[src/rtl/execute_pkg.sv]
// Shared opcode constants and FSM state encoding for the execute stage.
// Used by the execute unit and by the decode stage.
// Pure declarations; no logic.
package execute_pkg;

    localparam logic [2:0] OP_ADD = 3'b000;
    localparam logic [2:0] OP_SUB = 3'b001;
    localparam logic [2:0] OP_AND = 3'b010;
    localparam logic [2:0] OP_OR  = 3'b011;
    localparam logic [2:0] OP_XOR = 3'b100;
    localparam logic [2:0] OP_SHL = 3'b101;
    localparam logic [2:0] OP_MUL = 3'b110;
    localparam logic [2:0] OP_SHR = 3'b111;

    typedef enum logic {
        ST_IDLE = 1'b0,
        ST_MUL  = 1'b1
    } state_t;

endpackage

[src/rtl/iterative_multiplier.sv]
// Shift-add multiplier datapath: accumulator, multiplicand, multiplier, bit counter.
// One multiplier bit per step; WIDTH steps per product.
// No backpressure: the controller decides when to load and step.
module iterative_multiplier
    import execute_pkg::*;
#(
    parameter int WIDTH = 64
) (
    input  logic             clk,
    input  logic             resetN,
    input  logic             i_load,
    input  logic             i_step,
    input  logic [WIDTH-1:0] i_multiplicand,
    input  logic [WIDTH-1:0] i_multiplier,
    output logic [WIDTH-1:0] o_acc_next,
    output logic             o_last
);

    localparam int CW = $clog2(WIDTH);

    logic [WIDTH-1:0] r_acc;
    logic [WIDTH-1:0] r_mcand;
    logic [WIDTH-1:0] r_mplier;
    logic [CW-1:0]    r_count;

    // Accumulator value after the current step; on the last step this is the product.
    assign o_acc_next = r_mplier[0] ? (r_acc + r_mcand) : r_acc;
    assign o_last     = (r_count == CW'(WIDTH - 1));

    // Load operands and clear state, or advance one multiplier bit per step.
    always_ff @(posedge clk or negedge resetN) begin
        if (!resetN) begin
            r_acc    <= '0;
            r_mcand  <= '0;
            r_mplier <= '0;
            r_count  <= '0;
        end else if (i_load) begin
            r_acc    <= '0;
            r_mcand  <= i_multiplicand;
            r_mplier <= i_multiplier;
            r_count  <= '0;
        end else if (i_step) begin
            r_acc    <= o_acc_next;
            r_mcand  <= r_mcand << 1;
            r_mplier <= r_mplier >> 1;
            r_count  <= r_count + 1'b1;
        end
    end

endmodule

[src/rtl/execute_unit.sv]
// Execute stage: single-cycle ALU ops plus an iterative shift-add multiply.
// Latency 1 for logic/arith ops, MEM_WORD_SIZE+1 for MUL.
// start is ignored (not queued) while busy; no output backpressure.
module execute_unit
    import execute_pkg::*;
#(
    parameter int MEM_WORD_SIZE    = 64,
    parameter int REG_ADDRESS_SIZE = 2
) (
    input  logic                        clk,
    input  logic                        resetN,
    input  logic                        start,
    input  logic [2:0]                  opcode,
    input  logic [REG_ADDRESS_SIZE-1:0] dest,
    input  logic [MEM_WORD_SIZE-1:0]    operandA,
    input  logic [MEM_WORD_SIZE-1:0]    operandB,
    output logic                        busy,
    output logic                        done,
    output logic                        writeEnable,
    output logic [MEM_WORD_SIZE-1:0]    result,
    output logic [REG_ADDRESS_SIZE-1:0] writeSel
);

    localparam int SHW = $clog2(MEM_WORD_SIZE);

    state_t                      r_state;
    state_t                      w_state_next;
    logic                        w_load;
    logic                        w_step;
    logic                        w_alu_done;
    logic                        w_mul_done;
    logic [MEM_WORD_SIZE-1:0]    w_alu;
    logic [MEM_WORD_SIZE-1:0]    w_acc_next;
    logic                        w_last;
    logic [SHW-1:0]              w_shamt;
    logic [MEM_WORD_SIZE-1:0]    r_result;
    logic [REG_ADDRESS_SIZE-1:0] r_write_sel;
    logic [REG_ADDRESS_SIZE-1:0] r_dest;
    logic                        r_done;

    // Only the low log2(width) bits of B form the shift distance.
    assign w_shamt = operandB[SHW-1:0];

    iterative_multiplier #(
        .WIDTH(MEM_WORD_SIZE)
    ) u_mul (
        .clk           (clk),
        .resetN        (resetN),
        .i_load        (w_load),
        .i_step        (w_step),
        .i_multiplicand(operandA),
        .i_multiplier  (operandB),
        .o_acc_next    (w_acc_next),
        .o_last        (w_last)
    );

    // State register.
    always_ff @(posedge clk or negedge resetN) begin
        if (!resetN) r_state <= ST_IDLE;
        else         r_state <= w_state_next;
    end

    // Next state and control: accept starts only in IDLE, step the multiplier in MUL.
    always_comb begin
        w_state_next = r_state;
        w_load       = 1'b0;
        w_step       = 1'b0;
        w_alu_done   = 1'b0;
        w_mul_done   = 1'b0;
        case (r_state)
            ST_IDLE: begin
                if (start) begin
                    if (opcode == OP_MUL) begin
                        w_load       = 1'b1;
                        w_state_next = ST_MUL;
                    end else begin
                        w_alu_done = 1'b1;
                    end
                end
            end
            ST_MUL: begin
                w_step = 1'b1;
                if (w_last) begin
                    w_mul_done   = 1'b1;
                    w_state_next = ST_IDLE;
                end
            end
            default: w_state_next = ST_IDLE;
        endcase
    end

    // Single-cycle ALU; MUL is handled by the iterative datapath.
    always_comb begin
        w_alu = '0;
        case (opcode)
            OP_ADD:  w_alu = operandA + operandB;
            OP_SUB:  w_alu = operandA - operandB;
            OP_AND:  w_alu = operandA & operandB;
            OP_OR:   w_alu = operandA | operandB;
            OP_XOR:  w_alu = operandA ^ operandB;
            OP_SHL:  w_alu = operandA << w_shamt;
            OP_SHR:  w_alu = operandA >> w_shamt;
            default: w_alu = '0;
        endcase
    end

    // Output registers: result/writeSel held between completions, done pulses once.
    always_ff @(posedge clk or negedge resetN) begin
        if (!resetN) begin
            r_result    <= '0;
            r_write_sel <= '0;
            r_dest      <= '0;
            r_done      <= 1'b0;
        end else begin
            r_done <= w_alu_done | w_mul_done;
            if (w_load) r_dest <= dest;
            if (w_alu_done) begin
                r_result    <= w_alu;
                r_write_sel <= dest;
            end else if (w_mul_done) begin
                r_result    <= w_acc_next;
                r_write_sel <= r_dest;
            end
        end
    end

    assign busy        = (r_state == ST_MUL);
    assign done        = r_done;
    assign writeEnable = r_done;
    assign result      = r_result;
    assign writeSel    = r_write_sel;

endmodule

[config.mk]
export PLATFORM = sky130hd
export DESIGN_NAME = execute_unit
export DESIGN_NICKNAME = d
export VERILOG_FILES = /design/src/rtl/execute_pkg.sv /design/src/rtl/iterative_multiplier.sv /design/src/rtl/execute_unit.sv
export SDC_FILE = /design/constraint.sdc
export NUM_CORES = 2
export LEC_CHECK = 0
export CORE_MARGIN = 2
export CORE_UTILIZATION = 40
export CTS_CLUSTER_DIAMETER = 30
export DETAILED_ROUTE_END_ITERATION = 10
export PLACE_DENSITY = 0.54
export SYNTH_ARGS = -nofsm -noshare
export SYNTH_HDL_FRONTEND = slang
export SYNTH_SLANG_ARGS = --single-unit
[constraint.sdc]
create_clock -name clk -period 3.67 [get_ports clk]
set_input_delay 0.367 -clock clk [delete_from_list [all_inputs] [get_ports clk]]
set_output_delay 0.367 -clock clk [all_outputs]
set_load 0.01 [all_outputs]
## Yosys cells after proc, flatten, opt, wreduce, memory -nomap -nowiden

Cells that the tools add are included.

- Output and inout bits: 69
- Bits of input ports: 136
- Flip-flop bits (word level): 268
- Logic and storage cells: 56

- $add $sub $neg: 4
- Equality and inequality tests: 8
- Bitwise logic cells: 5
- Shift operators: 2
- Multiplexer cells: 25
- Reduce and logical (&&, ||, !) cells: 3

Operator list:

| operator | number |
|---|---|
| 64-bit 2-to-1 mux | 9 |
| 64-bit one-hot mux with 7 select lines | 1 |
| 64-bit adder | 2 |
| 64-bit AND | 1 |
| 64-bit bitwise OR | 1 |
| 64-bit by 6-bit << shifter with 64-bit output | 1 |
| 64-bit by 6-bit right shift with 64-bit output | 1 |
| 64-bit subtractor | 1 |
| 64-bit XOR | 1 |
| 3-bit == test (second input constant) | 4 |
| 6-bit 2-to-1 mux | 2 |
| 1-bit 2-to-1 mux | 10 |
| 6-bit by 1-bit adder with 6-bit output (second input constant) | 1 |
| 3-bit by 2-bit == test with 1-bit output (second input constant) | 2 |
| 6-bit == test (second input constant) | 1 |
| 2-bit 2-to-1 mux | 2 |
| 2-bit nonzero test | 2 |
| 3-bit by 1-bit == test with 1-bit output (second input constant) | 1 |
| 3-bit zero test | 1 |
| 1-bit one-hot mux with 2 select lines | 1 |
| 1-bit NOT | 1 |
| 1-bit bitwise OR | 1 |

## Depth between registers and ports, before layout

- Word-level depth: 5
- Gate-level depth with buffers: 28
- Gate-level depth less buffers: 23

## Modules after synthesis

From an unflattened synthesis, not the netlist that was laid out.

- Cells, all modules: 4313
- Area total of the unflattened synthesis: 34122.7 µm²

By module, submodules not included:

| module | cells an instance | area an instance (µm²) | instances | sequential area each (µm²) |
|---|---|---|---|---|
| execute_unit | 2842 | 21015.2 | 1 | 1751.7 |
| iterative_multiplier | 1471 | 13107.6 | 1 | 4954.8 |

## Least setup slack after synthesis

OpenSTA, ideal clock, no wires.

- Path kind: input -> register
- From: input port operandB[0]
- To: register r_result[47] (netlist: result[47])
- Arrival time: 5.250 ns
- Setup slack: -1.674 ns
- Required time: 3.576 ns
- Stages: 22
- Library setup time: 0.094 ns
- Path buffers: 5
- Cells stage by stage: clkbuf_1 -> buf_2 -> buf_2 -> buf_2 -> inv_1 -> ha_1 -> nand2b_1 -> nor4_2 -> nand3_1 -> o41ai_1 -> xnor2_1 -> ha_1 -> clkbuf_1 -> nand4_1 -> or3_1 -> or4_1 -> a211oi_1 -> nor2_1 -> o41ai_1 -> a31oi_1 -> mux2i_1 -> a211oi_1

- Cells in the longest elaborated chain, start to end: 3
- Elaborated cells between the ends (all ways): 6
- Classes of those cells: add/sub (2); shift (2); mux (2)

Ends and longest elaborated chain:

| what | RTL line | text |
|---|---|---|
| from (decl) | execute_unit.sv:16 | `input logic [MEM_WORD_SIZE-1:0] operandB,` |
| 64-bit subtractor, or another cell as far along | execute_unit.sv:97 | `OP_SUB: w_alu = operandA - operandB;` |
| 64-bit one-hot mux with 7 select lines (*) | execute_unit.sv:95 | `case (opcode)` |
| 64-bit 2-to-1 mux (*) | execute_unit.sv:117 | `if (w_alu_done) begin` |
| to (signal assigned) | execute_unit.sv:118 | `r_result <= w_alu;` |
| to (signal assigned) | execute_unit.sv:121 | `r_result <= w_acc_next;` |
| to (decl) | execute_unit.sv:36 | `logic [MEM_WORD_SIZE-1:0] r_result;` |

Every way passes the cells marked *; elsewhere a longest branch is shown, timed or not.
A chain may end at the register's enable or synchronous reset.

## Worst setup path after layout

- From: input port operandB[17]
- To: register r_result[35] (netlist: result[35])

- Cells in the longest elaborated chain, start to end: 3
- Elaborated cells between the ends (all ways): 4
- Classes of those cells: add/sub (2); mux (2)

Ends and longest elaborated chain:

| what | RTL line |
|---|---|
| 64-bit subtractor / 64-bit adder (equally long branches) | execute_unit.sv:97, execute_unit.sv:96 |
| 64-bit one-hot mux with 7 select lines (*) | execute_unit.sv:95 |
| 64-bit 2-to-1 mux (*) | execute_unit.sv:117 |

Marked as above.

==> flow_summary.json <==
{
  "status": "complete, but fails checks",
  "violations": "negative setup slack",
  "port_buffers": 204,
  "fillers": 7056,
  "grt_pass1_vias": 36390,
  "crit_family": "simple AND/OR/NAND/NOR gates",
  "firstDrtPassIters": 9,
  "reg2reg_slack_ns": 0,
  "ys_ff_latch": 268,
  "start_kind": "primary input",
  "switching_share_pct": 40.55,
  "nNetsFinal": 5297,
  "synth.top_cell.area_share_pct": 21.34,
  "cts_tree": "done",
  "worst_slack_ns": -0.3080,
  "antenna_found_initial": 7,
  "required_ns": 4.22,
  "synth_area_leader_cell": "dfrtp_1",
  "initial_utilization_pct": 40.50,
  "finalCritPeriodShare_pct": 108.4,
  "p_total_mw": 26.86,
  "cts_sinks": 268,
  "synth_cell_types": 86,
  "intPower_mw": 15.97,
  "cp_slowest_cell": "or4_4",
  "overflow": 0,
  "whs_ns": 0.03718,
  "slew_headroom_pct": 30.40,
  "synth-edff-count": 0,
  "drive_gt1_share_pct": 34.05,
  "dieHeight_um": 284.3,
  "clk_pin_slew_ns": 0.04,
  "drv_slew": 0,
  "finalCriticalPeriod_ns": 3.978,
  "dieArea_um2": 80820,
  "path_buf_inv": 5,
  "vias": 37280,
  "vias_per_cell": 6.208,
  "fp.dieW_um": 284.3,
  "first_iter_violations": 4445,
  "min_path_type": "in -> reg",
  "p_comb_share_pct": 51.7,
  "p_seq_share_pct": 20.0,
  "drtAntennaViolNets": 0,
  "regArea_um2": 6711,
  "gp_congestion": 1.043,
  "drc": 0,
  "fp-row-count": 102,
  "multi_input_area_um2": 24280,
  "ys.flop_type": "dfrtp_1",
  "ioPinCount": 205,
  "netlist_area_um2": 31420,
  "hold_violations": 0,
  "grt_max_degree": 126,
  "worstPathMaxFanout": 4,
  "clockBufferDepth": 3,
  "ctsHtreeMaxLevel": 3,
  "insertion_delay_ns": 0.67,
  "routed_wl_mm": 166.3,
  "crit_arrival_ns": 4.53,
  "fin_area_um2": 47100,
  "fp.coreArea_um2": 77590,
  "fmax_mhz": 251.4,
  "dp_hpwl_mm": 130.9,
  "post_drt_wl_per_cell_um": 27.70,
  "p_per_area_nw_per_um2": 570.3,
  "cts_buffers": 81,
  "crit_chain": "buf_8 -> or4_4 -> buf_6 -> nor3_4 -> and3_4 -> buf_4 -> a31oi_1 -> xnor2_1 -> ha_1 -> nand2_1 -> or3_1 -> or4_4 -> a211oi_2 -> buf_4 -> nor2_4 -> buf_6 -> o31ai_4 -> xor2_2 -> a221oi_2 -> a21oi_1",
  "max-cap-violations": 0,
  "tns_ns": -5.645,
  "root_buffer": "clkbuf_16",
  "end_kind": "flip-flop",
  "irDropWorstVdd_uv": 456.3,
  "synth.area.top_cells": "dfrtp_1 21%, ha_1 10%, mux4_2 8.5%",
  "fin_worst_skew_ns": 0.03796,
  "grt_pass1_wl_mm": 241.1,
  "slowest_delay_ns": 0.56,
  "p_sw_mw": 10.89,
  "p_leak_nw": 22.16,
  "yosys_warnings": 0,
  "crit_type": "in -> reg",
  "grtUsageTotal_pct": 39.95,
  "syn-num-nets": 4229,
  "placed_area_um2": 42310,
  "rsz0062_at_grt": "yes",
  "finalSetupViolations": 30,
  "syn_inst": 3834,
  "area_delta_synth_final_pct": 49.88,
  "syn_area_per_cell_um2": 8.196,
  "ys_seq_area_share_pct": 21.34,
  "async_flop_share_pct": 100.0,
  "worst_pin_slew_ns": 1.042,
  "clockPowerShare_pct": 28.3
}
==> cells by family (layout without fill, tap and decap cells) <==
group | count (synthesis) | count (layout) | synth area share, %
compound gates | 1265 | 1265 | 28.13
xor+xnor | 168 | 168 | 4.683
fa+ha+maj | 259 | 259 | 10.36
buf+inv | 584 | 1714 | 7.092
flops | 268 | 268 | 21.34
mux | 298 | 298 | 14.43
other cells | 0 | 1 | 0
simple gates | 992 | 992 | 13.96
==> metal layers <==
metal,GRT usage [%],share of wire (%),wire length (um),vias to the layer above
met5,0,0.029,49,-
met4,17.78,5.0,8238,8
met3,10.37,11,17670,405
met2,60.18,43,71500,2041
met1,53.69,41,68860,18190
li1,-,-,-,16640
==> what timing repair did <==
action / in CTS / in global routing
resized for setup: 169 / 178
hold buffers: 1 / 0
setup buffers: 29 / 31
endpoints found under the hold margin: 84 / 0
pin swaps: 85 / 142
setup endpoints to repair: 52 / 61
==> layout make-up <==
type,instances,area share [%]
diodes,1,0.005313
clock inverters,43,1.488
flip-flops and latches,268,14.25
well taps,1040,2.763
inverters,296,2.375
clock buffers,102,4.729
repair buffers,1273,22.82
multi-input cells,2982,51.56
==> power groups by stage <==
| stage | combinational, mW | clock (mW) | sequential (mW) |
|---|---|---|---|
| 2_1_floorplan | 6.94 | 0 | 5.01 |
| 3_3_place_gp | 12.9 | 0 | 5.33 |
| 3_5_place_dp | 13.0 | 0 | 5.33 |
| 4_1_cts | 13.3 | 7.68 | 5.32 |
| 5_1_grt | 14.8 | 7.81 | 5.48 |
| 6_report | 13.9 | 7.61 | 5.37 |
==> path summary, 6_finish.rpt <==
path	start	to	cells after the start
max	operandB[17]	result[35]	20
min	operandB[6]	u_mul.r_mplier[6]	4
max reg2reg	u_mul.r_mcand[0]	result[60]	13
min reg2reg	result[10]	result[10]	2
max in group asynchronous	resetN	result[49]	3
min in group asynchronous	resetN	u_mul.r_mcand[51]	2
==> sequential cells by signal, indices dropped and copies added, names as in the netlist <==
register	flops
result	64
u_mul.r_acc	64
u_mul.r_mcand	64
u_mul.r_mplier	64
u_mul.r_count	6
r_dest	2
writeSel	2
busy	1
done	1
==> per-stage QoR <==
step	util [%]	cells	setup slack, ns
floorplan	-	3834	-0.9330
detailed placement	54.53	5811	-1.618
finish	60.69	6005	-0.3080
global placement	54.53	5811	-1.519
CTS	59.43	5984	-0.2600
global route	60.69	6004	-0.4887
==> synthesized netlist by cell type, types with 60 or more instances <==
library cell  instances
inv_1               293
mux4_2              118
nor3_1               65
a22oi_1              63
mux2i_1             119
ha_1                257
o21ai_0             186
a211oi_1             60
dfrtp_1             268
a21o_1               61
nand2_1             268
clkbuf_1            223
a222oi_1            126
xnor2_1             115
a21oi_1             296
nor2_1              447
mux2_2               61
o22ai_1              82
==> cells in the final DEF (no fill, tap or decap), types with 33 or more instances in the layout <==
master / instances
a22oi_1: 61
a21oi_1: 246
o22ai_1: 79
xor2_1: 44
a222oi_1: 126
buf_6: 42
clkdlybuf4s50_1: 176
a21oi_2: 37
a221oi_1: 33
mux4_2: 118
xnor2_1: 103
mux2i_1: 118
buf_12: 44
dfrtp_1: 266
inv_1: 288
a211oi_1: 48
clkbuf_16: 82
buf_4: 984
nand4_1: 40
mux2_2: 61
ha_1: 247
a21o_1: 60
o21ai_0: 148
nor3_1: 55
nor2_1: 428
a22o_1: 50
nand2_1: 253
==> worst register-to-register path: cells and delay by family (launching register included) <==
| family | cells | cell delay (ns) |
|---|---|---|
| compound gates | 8 | 1.90 |
| xor+xnor | 1 | 0.34 |
| fa+ha+maj | 2 | 0.64 |
| buf+inv | 1 | 0.16 |
| flops | 1 | 0.37 |
| simple gates | 1 | 0.13 |
Power figures use the tool's default switching activity.
